[config.mk]
export PLATFORM = sky130hd
export DESIGN_NAME = maze_level_sequencer_flat
export DESIGN_NICKNAME = d
export VERILOG_FILES = /design/src/rtl/maze_level_sequencer_if.sv /design/src/rtl/maze_level_sequencer.sv /design/src/flat_wrapper.sv
export SDC_FILE = /design/constraint.sdc
export NUM_CORES = 1
export LEC_CHECK = 0
export ABC_AREA = 1
export ABC_CLOCK_PERIOD_IN_PS = 3200
export CELL_PAD_IN_SITES_DETAIL_PLACEMENT = 1
export CELL_PAD_IN_SITES_GLOBAL_PLACEMENT = 2
export CORE_MARGIN = 2
export CORE_UTILIZATION = 34
export DETAILED_ROUTE_END_ITERATION = 12
export GPL_ROUTABILITY_DRIVEN = 0
export PLACE_DENSITY_LB_ADDON = 0.08
export SLEW_MARGIN = 0
export SYNTH_ARGS = -nofsm -noshare
export SYNTH_HDL_FRONTEND = slang
export SYNTH_SLANG_ARGS = --single-unit
export TNS_END_PERCENT = 5
[constraint.sdc]
create_clock -name clk -period 3.2 [get_ports clk]
set_input_delay 0.48 -clock clk [delete_from_list [all_inputs] [get_ports clk]]
set_output_delay 0.48 -clock clk [all_outputs]
set_load 0.05 [all_outputs]
[src/rtl/maze_level_sequencer_if.sv]
// maze_level_sequencer_if: gameplay event inputs and renderer/status outputs of the level sequencer
//  startOfFrame  1  one-clock pulse per video frame
//  start_game    1  start key level; the sequencer detects its rising edge
//  level_done    1  player reached the exit
//  player_dead   1  player hit a hazard
//  surprise_hit  1  player took a surprise
//  level         3  current level, 1..LEVEL_NUM
//  draw_random   1  one-clock pulse asking the renderer for a new random map
//  empty_map     1  renderer shows the empty border map
//  lives         2  remaining lives
//  game_over     1  high while the game is lost
//  game_won      1  high while the game is won
interface maze_level_sequencer_if;
  logic       startOfFrame;
  logic       start_game;
  logic       level_done;
  logic       player_dead;
  logic       surprise_hit;
  logic [2:0] level;
  logic       draw_random;
  logic       empty_map;
  logic [1:0] lives;
  logic       game_over;
  logic       game_won;
  modport master (
    output startOfFrame, start_game, level_done, player_dead, surprise_hit,
    input  level, draw_random, empty_map, lives, game_over, game_won
  );
  modport slave (
    input  startOfFrame, start_game, level_done, player_dead, surprise_hit,
    output level, draw_random, empty_map, lives, game_over, game_won
  );
endinterface

[src/rtl/maze_level_sequencer.sv]
// maze_level_sequencer: game-flow FSM producing level, draw_random, empty_map, lives and win/lose flags
//  clk     system clock
//  resetN  asynchronous active-low reset
//  bus     slave side of maze_level_sequencer_if (gameplay events in, renderer/status outputs out)
module maze_level_sequencer #(
  parameter int LEVEL_NUM       = 5,
  parameter int LIVES           = 3,
  parameter int INTER_FRAMES    = 60,
  parameter int SURPRISE_FRAMES = 30
) (
  input logic                   clk,
  input logic                   resetN,
  maze_level_sequencer_if.slave bus
);
  localparam int MAXF = INTER_FRAMES > SURPRISE_FRAMES ? INTER_FRAMES : SURPRISE_FRAMES;
  localparam int CW   = $clog2(MAXF + 1);
  typedef enum logic [2:0] {IDLE, NEW_MAP, PLAY, PAUSE, SURPRISE, WIN, LOSE} state_t;
  state_t          state, state_n;
  logic [2:0]      level, level_n;
  logic [1:0]      lives, lives_n;
  logic [CW-1:0]   cnt, cnt_n, cnt_inc, cnt_lim;
  logic            start_q, armed, start_edge;
  logic            draw_random, empty_map, game_over, game_won;
  // armed stays low for the first cycle after reset so a key held through reset is not seen as an edge
  assign start_edge = bus.start_game & ~start_q & armed;
  assign cnt_inc    = (cnt == '1) ? cnt : cnt + CW'(bus.startOfFrame);
  assign cnt_lim    = (state == PAUSE) ? CW'(INTER_FRAMES) : CW'(SURPRISE_FRAMES);
  always_comb begin
    state_n = state;
    level_n = level;
    lives_n = lives;
    cnt_n   = '0;
    case (state)
      IDLE, WIN, LOSE: if (start_edge) begin
        state_n = NEW_MAP;
        level_n = 3'd1;
        lives_n = 2'(LIVES);
      end
      NEW_MAP: state_n = PLAY;
      PLAY: if (bus.player_dead) begin
        lives_n = (lives == 2'd0) ? lives : lives - 2'd1;
        state_n = (lives <= 2'd1) ? LOSE : PAUSE;
      end else if (bus.level_done) begin
        level_n = (level == 3'(LEVEL_NUM)) ? level : level + 3'd1;
        state_n = (level == 3'(LEVEL_NUM)) ? WIN : PAUSE;
      end else if (bus.surprise_hit) state_n = SURPRISE;
      // the counter is zero in every other state, so it starts cleared on entry
      PAUSE, SURPRISE: if (cnt_inc == cnt_lim) state_n = (state == PAUSE) ? NEW_MAP : PLAY;
                       else cnt_n = cnt_inc;
      default: state_n = IDLE;
    endcase
  end
  always_ff @(posedge clk or negedge resetN) begin
    if (!resetN) begin
      state       <= IDLE;
      level       <= 3'd1;
      lives       <= 2'(LIVES);
      cnt         <= '0;
      start_q     <= 1'b0;
      armed       <= 1'b0;
      draw_random <= 1'b0;
      empty_map   <= 1'b1;
      game_over   <= 1'b0;
      game_won    <= 1'b0;
    end else begin
      state       <= state_n;
      level       <= level_n;
      lives       <= lives_n;
      cnt         <= cnt_n;
      start_q     <= bus.start_game;
      armed       <= 1'b1;
      draw_random <= state_n == NEW_MAP;
      empty_map   <= !(state_n == NEW_MAP || state_n == PLAY);
      game_over   <= state_n == LOSE;
      game_won    <= state_n == WIN;
    end
  end
  assign bus.level       = level;
  assign bus.lives       = lives;
  assign bus.draw_random = draw_random;
  assign bus.empty_map   = empty_map;
  assign bus.game_over   = game_over;
  assign bus.game_won    = game_won;
endmodule

[src/flat_wrapper.sv]
// flat-port wrapper written by rule: the top's interface ports become plain ports
module maze_level_sequencer_flat 
#(
  parameter int LEVEL_NUM       = 5,
  parameter int LIVES           = 3,
  parameter int INTER_FRAMES    = 60,
  parameter int SURPRISE_FRAMES = 30
)
  (clk, resetN, bus_startOfFrame, bus_start_game, bus_level_done, bus_player_dead, bus_surprise_hit, bus_level, bus_draw_random, bus_empty_map, bus_lives, bus_game_over, bus_game_won);
  maze_level_sequencer_if bus_i ();
  input logic clk;
  input logic resetN;
  input wire logic [$bits(bus_i.startOfFrame)-1:0] bus_startOfFrame;
  input wire logic [$bits(bus_i.start_game)-1:0] bus_start_game;
  input wire logic [$bits(bus_i.level_done)-1:0] bus_level_done;
  input wire logic [$bits(bus_i.player_dead)-1:0] bus_player_dead;
  input wire logic [$bits(bus_i.surprise_hit)-1:0] bus_surprise_hit;
  output wire logic [$bits(bus_i.level)-1:0] bus_level;
  output wire logic [$bits(bus_i.draw_random)-1:0] bus_draw_random;
  output wire logic [$bits(bus_i.empty_map)-1:0] bus_empty_map;
  output wire logic [$bits(bus_i.lives)-1:0] bus_lives;
  output wire logic [$bits(bus_i.game_over)-1:0] bus_game_over;
  output wire logic [$bits(bus_i.game_won)-1:0] bus_game_won;
  assign bus_i.startOfFrame = bus_startOfFrame;
  assign bus_i.start_game = bus_start_game;
  assign bus_i.level_done = bus_level_done;
  assign bus_i.player_dead = bus_player_dead;
  assign bus_i.surprise_hit = bus_surprise_hit;
  assign bus_level = bus_i.level;
  assign bus_draw_random = bus_i.draw_random;
  assign bus_empty_map = bus_i.empty_map;
  assign bus_lives = bus_i.lives;
  assign bus_game_over = bus_i.game_over;
  assign bus_game_won = bus_i.game_won;
  maze_level_sequencer #(.LEVEL_NUM(LEVEL_NUM), .LIVES(LIVES), .INTER_FRAMES(INTER_FRAMES), .SURPRISE_FRAMES(SURPRISE_FRAMES)) u_core (.clk(clk), .resetN(resetN), .bus(bus_i));
endmodule
# Yosys cells after proc, flatten, opt, wreduce, memory -nomap -nowiden
# Cells that the tools add are included.
[classes] addsub=3 n_lt_le_gt_ge=1 eq_ne=19 mux=22 bitwise=3 reduce_logical=9
[op_table] op="two-way mux 3 bit" count=11
[op_table] op="two-way mux 6 bit" count=4
[op_table] op="== test 3 bit, second input constant" count=6
[op_table] op="one-hot mux 3 bit (4 select lines)" count=1
[op_table] op="!= test 2 bit, second input constant" count=5
[op_table] op="== test 3 x 2 -> 1 bit, second input constant" count=3
[op_table] op="two-way mux 2 bit" count=4
[op_table] op="adder 6 x 1 -> 6 bit" count=1
[op_table] op="== test 3 x 1 -> 1 bit, second input constant" count=2
[op_table] op="== test 6 bit" count=1
[op_table] op="== test 6 bit, second input constant" count=1
[op_table] op="one-hot mux 3 bit (2 select lines)" count=1
[op_table] op="AND reduction 5 bit" count=1
[op_table] op="one-hot mux 2 bit (2 select lines)" count=1
[op_table] op="AND reduction 4 bit" count=1
[op_table] op="adder 3 x 1 -> 3 bit, second input constant" count=1
[op_table] op="zero test 3 bit" count=1
[op_table] op="OR reduction 3 bit" count=1
[op_table] op="bitwise AND 1 bit" count=2
[op_table] op="less-or-equal comparator 2 x 1 -> 1 bit, second input constant" count=1
[op_table] op="zero test 2 bit" count=1
[op_table] op="!= test 2 x 1 -> 1 bit, second input constant" count=1
[op_table] op="nonzero test 2 bit" count=1
[op_table] op="OR reduction 2 bit" count=1
[op_table] op="4 further kinds" count=4
[totals] register_bits=20 in_bits=7 output_inout_bits=9 wordCells=67

# Depth between registers and ports, before layout
# Gate-level depths: netlist of the first run.
[logic_depth] word_depth=8 depth_mapped=15 ltp_nobuf=15

# Worst setup path after synthesis of the first run
# OpenSTA, ideal clock, no wires.
[synth_path] kind="input -> register" from="in bus_startOfFrame" to="reg u_core.empty_map, in the netlist u_core.bus.empty_map" setup_ps=72 t_arrival_ps=1749 t_required_ps=3128 path_slack_ps=1378 cell_stages=10 path_buffers=0 cell_sequence="ha_1 -> ha_1 -> xor2_1 -> nand3_2 -> nor2_4 -> nand3_4 -> a21oi_4 -> nand4_2 -> nand2_1 -> inv_1"
[synth_via] elab_chain_len=8 word_cells_on_any_way=9 cone_classes="add/sub (1); eq/ne (3); mux (3); reduce/logical (2)"
[synth_rtl] item="from (decl)" line="flat_wrapper.sv:13" source="input wire logic [$bits(bus_i.startOfFrame)-1:0] bus_startOfFrame;"
[synth_rtl] item="adder 6 x 1 -> 6 bit *" line="maze_level_sequencer.sv:26" source="assign cnt_inc = (cnt == '1) ? cnt : cnt + CW'(bus.startOfFrame);"
[synth_rtl] item="two-way mux 6 bit *" line="maze_level_sequencer.sv:26"
[synth_rtl] item="== test 6 bit *" line="maze_level_sequencer.sv:48" source="PAUSE, SURPRISE: if (cnt_inc == cnt_lim) state_n = (state == PAUSE) ? NEW_MAP : PLAY;"
[synth_rtl] item="two-way mux 3 bit *" line="maze_level_sequencer.sv:48"
[synth_rtl] item="one-hot mux 3 bit (4 select lines) *" line="maze_level_sequencer.sv:33" source="case (state)"
[synth_rtl] item="== test 3 x 1 -> 1 bit or == test 3 x 2 -> 1 bit (tied branches)" line="maze_level_sequencer.sv:73" source="empty_map <= !(state_n == NEW_MAP || state_n == PLAY);"
[synth_rtl] item="logical OR 1 bit *" line="maze_level_sequencer.sv:73"
[synth_rtl] item="zero test 1 bit *" line="maze_level_sequencer.sv:73"
[synth_rtl] item="to (signal assigned)" line="maze_level_sequencer.sv:73"
[synth_rtl] item="to (decl)" line="maze_level_sequencer.sv:23" source="logic draw_random, empty_map, game_over, game_won;"
# Mark *: on every way between the ends. The rest lies on a longest branch, timed or not.
# A chain may end at the register's enable or synchronous reset.

# Worst setup path in the final report of the first run
[layout_path] from="reg u_core.level[0], in the netlist u_core.bus.level[0]" to="out bus_level[0]"
[layout_lines] item="from (decl)" line="maze_level_sequencer.sv:19" source="logic [2:0] level, level_n;"
[layout_lines] item="from (signal assigned)" line="maze_level_sequencer.sv:67" source="level <= level_n;"
[layout_lines] item="to (decl)" line="flat_wrapper.sv:18" source="output wire logic [$bits(bus_i.level)-1:0] bus_level;"
# No word-level cell between the ends.

==> reports/metrics.yaml, run 1 <==
outcome:
  outcome: "completed"
detailed_routing:
  routed_wl_mm: 2.69
  wl_per_cell_um: 12.5
  drtAntennaViolNets: 0
  firstDrtPassIters: 4
  first_iter_violations: 40
  route.detailed.drc: 0
  dr_total_vias: 1021
  via_per_inst: 4.73
sta:
  grt_setup_unrepaired: "no"
  period_share_pct: 68.4
  skew_ns: 0.00482
  worst_pin_slew_ns: 0.938
  setup_violations: 0
  fmax_ghz: 0.457
  fin_tns_setup_ns: 0
  hold_violations: 0
  finalMaxSlewViolations: 0
  worst_slew_margin_rel_pct: 37.3
  period_minus_slack_ns: 2.19
critical_path:
  path_buf_inv: 1
  cp-end-kind: "primary output"
  critical_path_class: "flop to primary output"
  required_ns: 2.72
  max_stage_delay_ns: 0.81
  worst_ep_arrival_time_ns: 1.71
  worst_path_max_delay_cell: "clkdlybuf4s50_1"
  path_max_fanout: 5
  crit_family: "buffers and inverters"
  path_cells: "clkdlybuf4s50_1"
  start_kind: "flop"
yosys:
  ys_seq_elements: 20
  ys_seq_area_share_pct: 42.1
  synthDistinctLibCells: 26
  ys_dominant_reg_cell: "dfrtp_1"
  yosys_warnings: 0
  synth-async-reset-ratio_pct: 100
  synth_edf_count: 0
  syn_area_um2: 1200
  netlist_instances: 151
  syn_avg_cell_area_um2: 7.95
  syn_nets: 164
final_layout:
  finalNetCount: 184
  multi_input_area_um2: 597
  drive_gt1_share_pct: 13.5
  seqCellArea_um2: 505
  filler_cell_count: 437
  syn_to_final_growth_pct: 20.3
  n_antenna_cell: 0
  layout.cells.non_filler: 216
  final_core_util_pct: 42.9
clock_network:
  cts_tree: "built"
  ctsHoldBuffers: 0
  clk_latency_ns: 0.31
  ctsResizeCount: 0
  numCtsBuffers: 3
  clock_sinks: 20
  cts_max_level: 1
  cts_root_buf: "clkbuf_4"
  post_cts_buffers: 0
  clk_pin_slew_ns: 0.11
  clockBufferDepth: 2
global_route:
  antenna_found_initial: 0
  grt_pass1_wl_mm: 4.86
  top_usage_layer: "met2"
  gr-usage-all-layers_pct: 15.6
  grt_pass1_vias: 1040
  grt.overflow.total: 0
  grt_max_degree: 21
  groute.layer.met1.usage_pct: 20.3
  met3_usage_pct: 4.64
  met2_usage_pct: 24.9
placed_design:
  hpwlAfterDp_mm: 2.19
  dp.cells: 212
  port_buffers: 15
min_path:
  worstHoldPathType: "flop to flop"
floorplan:
  die_area_um2: 4020
  core_um2: 3360
  start_util_pct: 35.7
  pin_count: 16
  fp.dieW_um: 63.4
  placement_rows: 21
  die-height_um: 63.4
pwr:
  p_leak_nw: 0.707
  powerDensity_nw_per_um2: 885
  vdd_drop_max_uv: 369
job:
  drv_cap: 0
==> cells in the final DEF (no fill, tap or decap), types with 2 or more instances in the layout <==
cell | synthesis | final
nand2_1 | 27 | 27
inv_1 | 25 | 25
nor2_1 | 21 | 21
dfrtp_1 | 16 | 16
clkdlybuf4s50_1 | 0 | 15
nand3_1 | 11 | 11
a21oi_1 | 6 | 6
o21ai_0 | 6 | 6
ha_1 | 6 | 6
nand4_1 | 4 | 4
dfstp_2 | 4 | 4
nand2_2 | 3 | 3
nand3_2 | 3 | 3
a31oi_1 | 3 | 3
clkbuf_4 | 0 | 3
nor2_2 | 2 | 2
xor2_1 | 2 | 2
o22ai_1 | 2 | 2
==> cell families after synthesis <==
logic type      Yosys count  synth area share, %
buf+inv                  26                 8.13
flops                    20                 42.1
other cells               1                0.313
xor+xnor                  2                 1.46
compound gates           20                 10.4
simple gates             76                 31.3
fa+ha+maj                 6                 6.26
==> worst register-to-register path, stage by stage, from the launching register on <==
cell and delay (ns):
dfrtp_1 0.40, ha_1 0.20, ha_1 0.22, xor2_1 0.23, nand3_2 0.12, nor2_4 0.12
nand3_4 0.10, a21oi_4 0.19, nand4_2 0.10, nand2_1 0.08, inv_1 0.04
==> synthesized netlist by cell type (3+ instances only) <==
master   instances  area share, %
a21oi_1          6            2.5
nand3_1         11            4.6
dfstp_2          4            8.8
nand3_2          3            2.5
nand2_1         27            8.4
o21ai_0          6            2.5
ha_1             6            6.3
inv_1           25            7.8
nand4_1          4            2.1
nor2_1          21            6.6
nand2_2          3            1.6
dfrtp_1         16             33
a31oi_1          3            1.6
==> metrics by stage <==
step	hold slack [ns]	total power [mW]	setup WS, ns	area [µm²]
floorplan	0.184	0.933	1.38	1200
global placement	0.519	1.12	0.852	1410
detailed placement	0.534	1.15	0.775	1410
CTS	0.546	1.30	0.974	1440
global route	0.586	1.41	0.908	1440
finish	0.543	1.28	1.01	1440
==> final timing paths <==
| kind | startpoint | to | slack, ns | cells past startpoint |
|---|---|---|---|---|
| setup / recovery | u_core.bus.level[0]$_DFFE_PN1P_ | bus_level[0] | 1.01 | 1 |
| hold / removal | u_core.bus.lives[1]$_DFFE_PN1P_ | u_core.bus.lives[1]$_DFFE_PN1P_ | 0.54 | 2 |
| setup reg to reg | u_core.cnt[0]$_DFF_PN0_ | u_core.bus.empty_map$_DFF_PN1_ | 1.35 | 10 |
| hold reg to reg | u_core.bus.lives[1]$_DFFE_PN1P_ | u_core.bus.lives[1]$_DFFE_PN1P_ | 0.54 | 2 |
| max in group asynchronous | resetN | u_core.cnt[5]$_DFF_PN0_ | 1.94 | 1 |
| min in group asynchronous | resetN | u_core.bus.draw_random$_DFF_PN0_ | 0.69 | 1 |
==> state kept, by name, indices dropped and copies added (netlist names) <==
name and cells:
u_core.cnt 6, u_core.bus.level 3, u_core.state 3, u_core.bus.lives 2, u_core.armed 1, u_core.bus.draw_random 1
u_core.bus.empty_map 1, u_core.bus.game_over 1, u_core.bus.game_won 1, u_core.start_q 1
==> report_power, final <==
group          internal, mW  total, mW  leakage, nW  switching [mW]
combinational         0.232      0.732        0.433           0.500
clock                0.0695      0.148       0.0210          0.0788
sequential            0.340      0.398        0.253          0.0581
==> cell type report <==
class                      count  share of cell area [%]
multi-input combinational    105                    41.3
sequential                    20                    35.0
timing repair buffer          15                    10.4
inverter                      26                    6.76
tap                           46                    3.99
clock buffer                   4                    2.51
==> metal layers <==
layer	part of all wire, %	vias to the layer above
met5	0	-
met4	1.4	0
met3	2.7	4
met2	49	7
met1	47	488
li1	-	522
Note: power is estimated with default switching activity, not from simulation.
==> inputs of run 2 (changes only) <==
ABC_CLOCK_PERIOD_IN_PS = 1800   (was 3200)
CORE_UTILIZATION = 28   (was 34)
clock period = 1.8 ns   (was 3.2 ns; I/O delays follow)
==> reports/metrics.yaml, run 2 (same netlist as run 1, synthesis figures left out) <==
critical_path:
  path_max_fanout: 5  # unchanged
  cp-end-kind: "flop"
  rr_endpoint: "u_core.bus.empty_map$_DFF_PN1_"
  required_ns: 2.00  # -0.72 ns
  r2r_start: "u_core.cnt[0]$_DFF_PN0_"
  r2r_cells: 12  # +2
  r2r_setup_slack_ns: 0.0002  # -1.35 ns
  critical_path_class: "flop to flop"
  worst_ep_arrival_time_ns: 2.00  # +0.29 ns
  start_kind: "flop"
detailed_routing:
  drtAntennaViolNets: 0  # unchanged
  routed_wl_mm: 3.00  # +12%
  route.detailed.drc: 0  # unchanged
  first_iter_violations: 22  # -45%
  wl_per_cell_um: 12.8  # +3.0%
  via_per_inst: 4.70  # -0.55%
  firstDrtPassIters: 4  # unchanged
  dr_total_vias: 1100  # +7.7%
clock_network:
  clock_sinks: 20  # unchanged
  clk_latency_ns: 0.26  # -0.05 ns
  cts_max_level: 1  # unchanged
  cts_tree: "built"
  numCtsBuffers: 3  # unchanged
  clockBufferDepth: 2  # unchanged
  clk_pin_slew_ns: 0.08  # -0.03 ns
  ctsHoldBuffers: 0  # unchanged
  cts_root_buf: "clkbuf_8"
sta:
  skew_ns: 0.00619  # +0.00137 ns
  hold_violations: 0  # unchanged
  finalMaxSlewViolations: 0  # unchanged
  fmax_ghz: 0.556
  period_minus_slack_ns: 1.80
  grt_setup_unrepaired: "yes"
  setup_violations: 0  # unchanged
  fin_tns_setup_ns: 0  # unchanged
  period_share_pct: 100
outcome:
  outcome: "completed"
floorplan:
  placement_rows: 23  # +9.5%
  die_area_um2: 4820  # +20%
  pin_count: 16  # unchanged
  fp.dieW_um: 69.5  # +9.5%
  start_util_pct: 29.6  # -6.1 points
  core_um2: 4060  # +21%
  die-height_um: 69.5  # +9.5%
global_route:
  grt_pass1_wl_mm: 5.12  # +5.2%
  grt.overflow.total: 0  # unchanged
  gr-usage-all-layers_pct: 12.9  # -2.7 points
  groute.layer.met1.usage_pct: 14.5  # -5.8 points
  grt_max_degree: 21  # unchanged
  grt_pass1_vias: 1191  # +15%
  met3_usage_pct: 1.89  # -2.8 points
  top_usage_layer: "met2"
  antenna_found_initial: 0  # unchanged
  met2_usage_pct: 24.4  # -0.51 points
pwr:
  p_total_mw: 2.66  # +110%
  vdd_drop_max_uv: 595  # +61%
  p_leak_nw: 0.813  # +15%
  powerDensity_nw_per_um2: 1620  # +83%
final_layout:
  drive_gt1_share_pct: 30.4  # +17 points
  reg_top3: "u_core.cnt: 6 flops, u_core.bus.level: 3 flops, u_core.state: 3 flops"
  filler_cell_count: 496  # +14%
  largest_register_ffs: 6  # unchanged
  seqCellArea_um2: 509  # +0.74%
  syn_to_final_growth_pct: 36.9
  mostFrequentLayoutCell: "nand2_1"
  n_antenna_cell: 0  # unchanged
  top_register: "u_core.cnt"
  final_cell_mix: "24 x nand2_1, 23 x inv_1, 21 x nor2_1"
  multi_input_area_um2: 663  # +11%
  finalNetCount: 198  # +7.6%
min_path:
  worstHoldPathType: "input port to asynchronous set/reset pin"
placed_design:
  port_buffers: 15  # unchanged
  hpwlAfterDp_mm: 2.39  # +9.0%
job:
  drv_cap: 0  # unchanged
run 2: cell types whose count changed in the layout (fill, tap and decap cells not counted), sizes merged:
cell,delta
buf,+20
clkbuf,-1
clkdlybuf4s50,-7
dlygate4sd2,+1
bufinv,+1
run 2: critical path, cell delays in order (launching register included):
cell and delay (ns):
dfrtp_1 0.41, ha_4 0.19, ha_4 0.17, nand4_1 0.08
nand2_1 0.07, nand2_1 0.08, nand3_2 0.08, nor2_4 0.12
nand3_4 0.10, a21oi_4 0.19, nand4_2 0.11, nand2_1 0.08
inv_1 0.04
run 2: per-layer routing:
| metal | vias up | routed length (µm) | part of all wire [%] |
|---|---|---|---|
| met5 | - | 0 | 0 |
| met4 | 0 | 39 | 1.3 |
| met3 | 4 | 67 | 2.2 |
| met2 | 12 | 1660 | 55 |
| met1 | 536 | 1240 | 41 |
| li1 | 548 | - | - |
run 2: per-stage QoR:
step	util, %	area [µm²]	cells	hold WS (ns)	worst slack [ns]
floorplan	-	1200	151	-0.0256	0.00268
global placement	36.5	1480	227	0.511	-0.372
detailed placement	36.5	1480	227	0.529	-0.438
CTS	39.8	1610	234	0.366	-0.0717
global route	40.5	1640	234	0.374	-0.130
finish	40.5	1640	234	0.368	0.000173
run 2: cell type report:
type                       count  share of cell area, %
tap                           50                   3.81
timing repair buffer          29                   14.5
clock buffer                   3                   2.51
sequential                    20                   31.0
multi-input combinational    105                   40.4
clock inverter                 1                   1.83
inverter                      26                   5.94
run 2: where the power goes:
group          switching (mW)  total (mW)  internal (mW)
registers               0.110       0.718          0.608
clock network           0.150       0.447          0.297
logic                   0.940        1.49          0.551
run 2: repair_timing:
action / in CTS / in global routing
setup endpoints to repair: 10 / 15
cloned: 0 / 0
pin swaps: 7 / 8
resized for setup: 8 / 11
setup buffers: 3 / 0
hold endpoints to repair: 0 / 0
run 2: how the worst max path moves through the flow:
stage	slack (ns)	endpoint	depth (start not counted)	start
floorplan	0.003	u_core.bus.game_won$_DFF_PN0_	7	u_core.bus.level[0]$_DFFE_PN1P_
CTS	-0.07	u_core.bus.empty_map$_DFF_PN1_	14	u_core.cnt[0]$_DFF_PN0_
global route	-0.13	u_core.bus.empty_map$_DFF_PN1_	12	u_core.cnt[0]$_DFF_PN0_
detailed placement	-0.44	u_core.bus.empty_map$_DFF_PN1_	14	bus_startOfFrame
finish	0.0002	u_core.bus.empty_map$_DFF_PN1_	12	u_core.cnt[0]$_DFF_PN0_
global placement	-0.37	u_core.bus.empty_map$_DFF_PN1_	11	bus_startOfFrame
==> inputs of run 3 (changes only) <==
CORE_ASPECT_RATIO = 0.75   (was not set)
==> reports/metrics.yaml, run 3 (same netlist as run 1, synthesis figures left out) <==
critical_path:
  path_max_fanout: 5  # unchanged
  critical_path_class: "flop to flop"
  crit_start: "u_core.cnt[0]$_DFF_PN0_"
  cp-end-kind: "flop"
  worst_ep_arrival_time_ns: 2.03  # +0.03 ns
  r2r_start: "u_core.cnt[0]$_DFF_PN0_"
  required_ns: 2.01  # about the same
  start_kind: "flop"
final_layout:
  reg_top3: "u_core.cnt: 6 flops, u_core.bus.level: 3 flops, u_core.state: 3 flops"
  largest_register_ffs: 6  # unchanged
  final_core_util_pct: 40.1  # -0.40 points
  finalNetCount: 199  # +0.51%
  n_antenna_cell: 0  # unchanged
  syn_to_final_growth_pct: 36.3
  layout.cells.non_filler: 240  # +2.6%
  mostFrequentLayoutCell: "nand2_1"
  final_cell_mix: "25 x nand2_1, 24 x inv_1, 21 x nor2_1"
  top_register: "u_core.cnt"
  drive_gt1_share_pct: 28.6  # -1.8 points
  filler_cell_count: 499  # +0.60%
sta:
  finalMaxSlewViolations: 0  # unchanged
  hold_violations: 0  # unchanged
  skew_ns: 0.00375  # -0.00244 ns
  setup_slack_ns: -0.0175  # -0.0177 ns
  grt_setup_unrepaired: "yes"
  period_minus_slack_ns: 1.82  # +0.0177 ns
  fmax_ghz: 0.550  # -0.97%
  setup_violations: 1  # +1
  period_share_pct: 101  # +0.98 points
  holdWs_ns: 0.345  # -0.0232 ns
global_route:
  gr-usage-all-layers_pct: 14.2  # +1.2 points
  grt_pass1_vias: 1119  # -6.0%
  grt_pass1_wl_mm: 5.18  # +1.1%
  antenna_found_initial: 0  # unchanged
  grt_max_degree: 21  # unchanged
  grt.overflow.total: 0  # unchanged
detailed_routing:
  via_per_inst: 4.52  # -3.9%
  first_iter_violations: 29  # +32%
  dr_total_vias: 1084  # -1.5%
  drtAntennaViolNets: 0  # unchanged
  wl_per_cell_um: 12.9  # +0.71%
  routed_wl_mm: 3.10  # +3.3%
  firstDrtPassIters: 4  # unchanged
  route.detailed.drc: 0  # unchanged
clock_network:
  clock_sinks: 20  # unchanged
  cts_root_buf: "clkbuf_8"
  cts_tree: "built"
  cts_max_level: 1  # unchanged
  ctsHoldBuffers: 0  # unchanged
  clk_pin_slew_ns: 0.08  # about the same
  clockBufferDepth: 2  # unchanged
  numCtsBuffers: 3  # unchanged
  clk_latency_ns: 0.26  # about the same
floorplan:
  die-height_um: 60.7  # -13%
  pin_count: 16  # unchanged
  placement_rows: 20  # -13%
  start_util_pct: 29.4  # -0.15 points
  core_um2: 4080  # +0.52%
  die_area_um2: 4830  # +0.12%
  fp.dieW_um: 79.6  # +15%
min_path:
  worstHoldPathType: "input port to asynchronous set/reset pin"
outcome:
  violations: "negative setup slack"
  outcome: "complete, but fails checks"
placed_design:
  dp.cells: 235  # +3.5%
  port_buffers: 15  # unchanged
  hpwlAfterDp_mm: 2.44  # +2.2%
  place_ws_ns: -0.456  # -0.0179 ns
pwr:
  powerDensity_nw_per_um2: 1660  # +2.8%
  vdd_drop_max_uv: 728  # +22%
  p_leak_nw: 0.788  # -3.1%
job:
  drv_cap: 0  # unchanged
==> run 3: cell count changes in the layout (fill, tap and decap cells not counted), sizes merged <==
cell / change
clkdlybuf4s50: +1
==> run 3: timing repair <==
action,CTS,global route
pin swaps,3,6
endpoints found under the setup margin,10,10
setup buffers,0,1
gates resized for setup,8,5
==> run 3: cell type report <==
cell class	instances	area, µm²	share of cell area (%)
Timing Repair Buffer	30	249	15.2
Clock buffer	3	41.3	2.52
Tap cell	55	68.8	4.21
Multi-Input combinational cell	105	639	39.1
Clock inverter	1	30.0	1.84
Sequential cell	20	509	31.1
Inverter	26	97.6	5.97
==> run 3: stage by stage <==
| step | setup TNS [ns] | power [mW] | instance area [µm²] |
|---|---|---|---|
| 2_1_floorplan | 0 | 1.66 | 1200 |
| 3_3_place_gp | -2.94 | 2.19 | 1510 |
| 3_5_place_dp | -3.81 | 2.23 | 1510 |
| 4_1_cts | -0.0623 | 2.73 | 1620 |
| 5_1_grt | -0.559 | 2.94 | 1640 |
| 6_report | -0.0175 | 2.72 | 1640 |
==> run 3: critical path, stage by stage, from the launching register on <==
cell and delay (ns):
dfrtp_1 0.42, ha_4 0.19, ha_4 0.17, nand4_1 0.08, nand2_1 0.07, nand2_1 0.08
nand3_2 0.08, nor2_4 0.12, nand3_4 0.11, a21oi_4 0.20, nand4_2 0.12, nand2_1 0.08
inv_1 0.04
==> run 3: worst paths after layout <==
check / endpoint / slack (ns) / cells after the start
hold / removal: u_core.bus.level[1]$_DFFE_PN0P_ / 0.34 / 2
max in group asynchronous: u_core.bus.empty_map$_DFF_PN1_ / 1.18 / 2
setup / recovery: u_core.bus.empty_map$_DFF_PN1_ / -0.02 / 12
setup reg to reg: u_core.bus.empty_map$_DFF_PN1_ / -0.02 / 12
hold reg to reg: u_core.bus.lives[1]$_DFFE_PN1P_ / 0.54 / 2
min in group clk: u_core.start_q$_DFF_PN0_ / 0.48 / 1
==> run 3: per-layer routing <==
| metal | track usage (%) | up-vias | wire [µm] |
|---|---|---|---|
| li1 | - | 551 | - |
| met1 | 17.8 | 516 | 1470 |
| met2 | 25.5 | 15 | 1520 |
| met3 | 3.27 | 2 | 97 |
| met4 | 2.96 | 0 | 19 |
| met5 | 0 | - | 0 |
==> run 3: power breakdown <==
group	leakage (nW)	internal (mW)	switching (mW)
Sequential	0.249	0.607	0.103
Clock	0.0357	0.297	0.168
Combinational	0.504	0.587	0.955
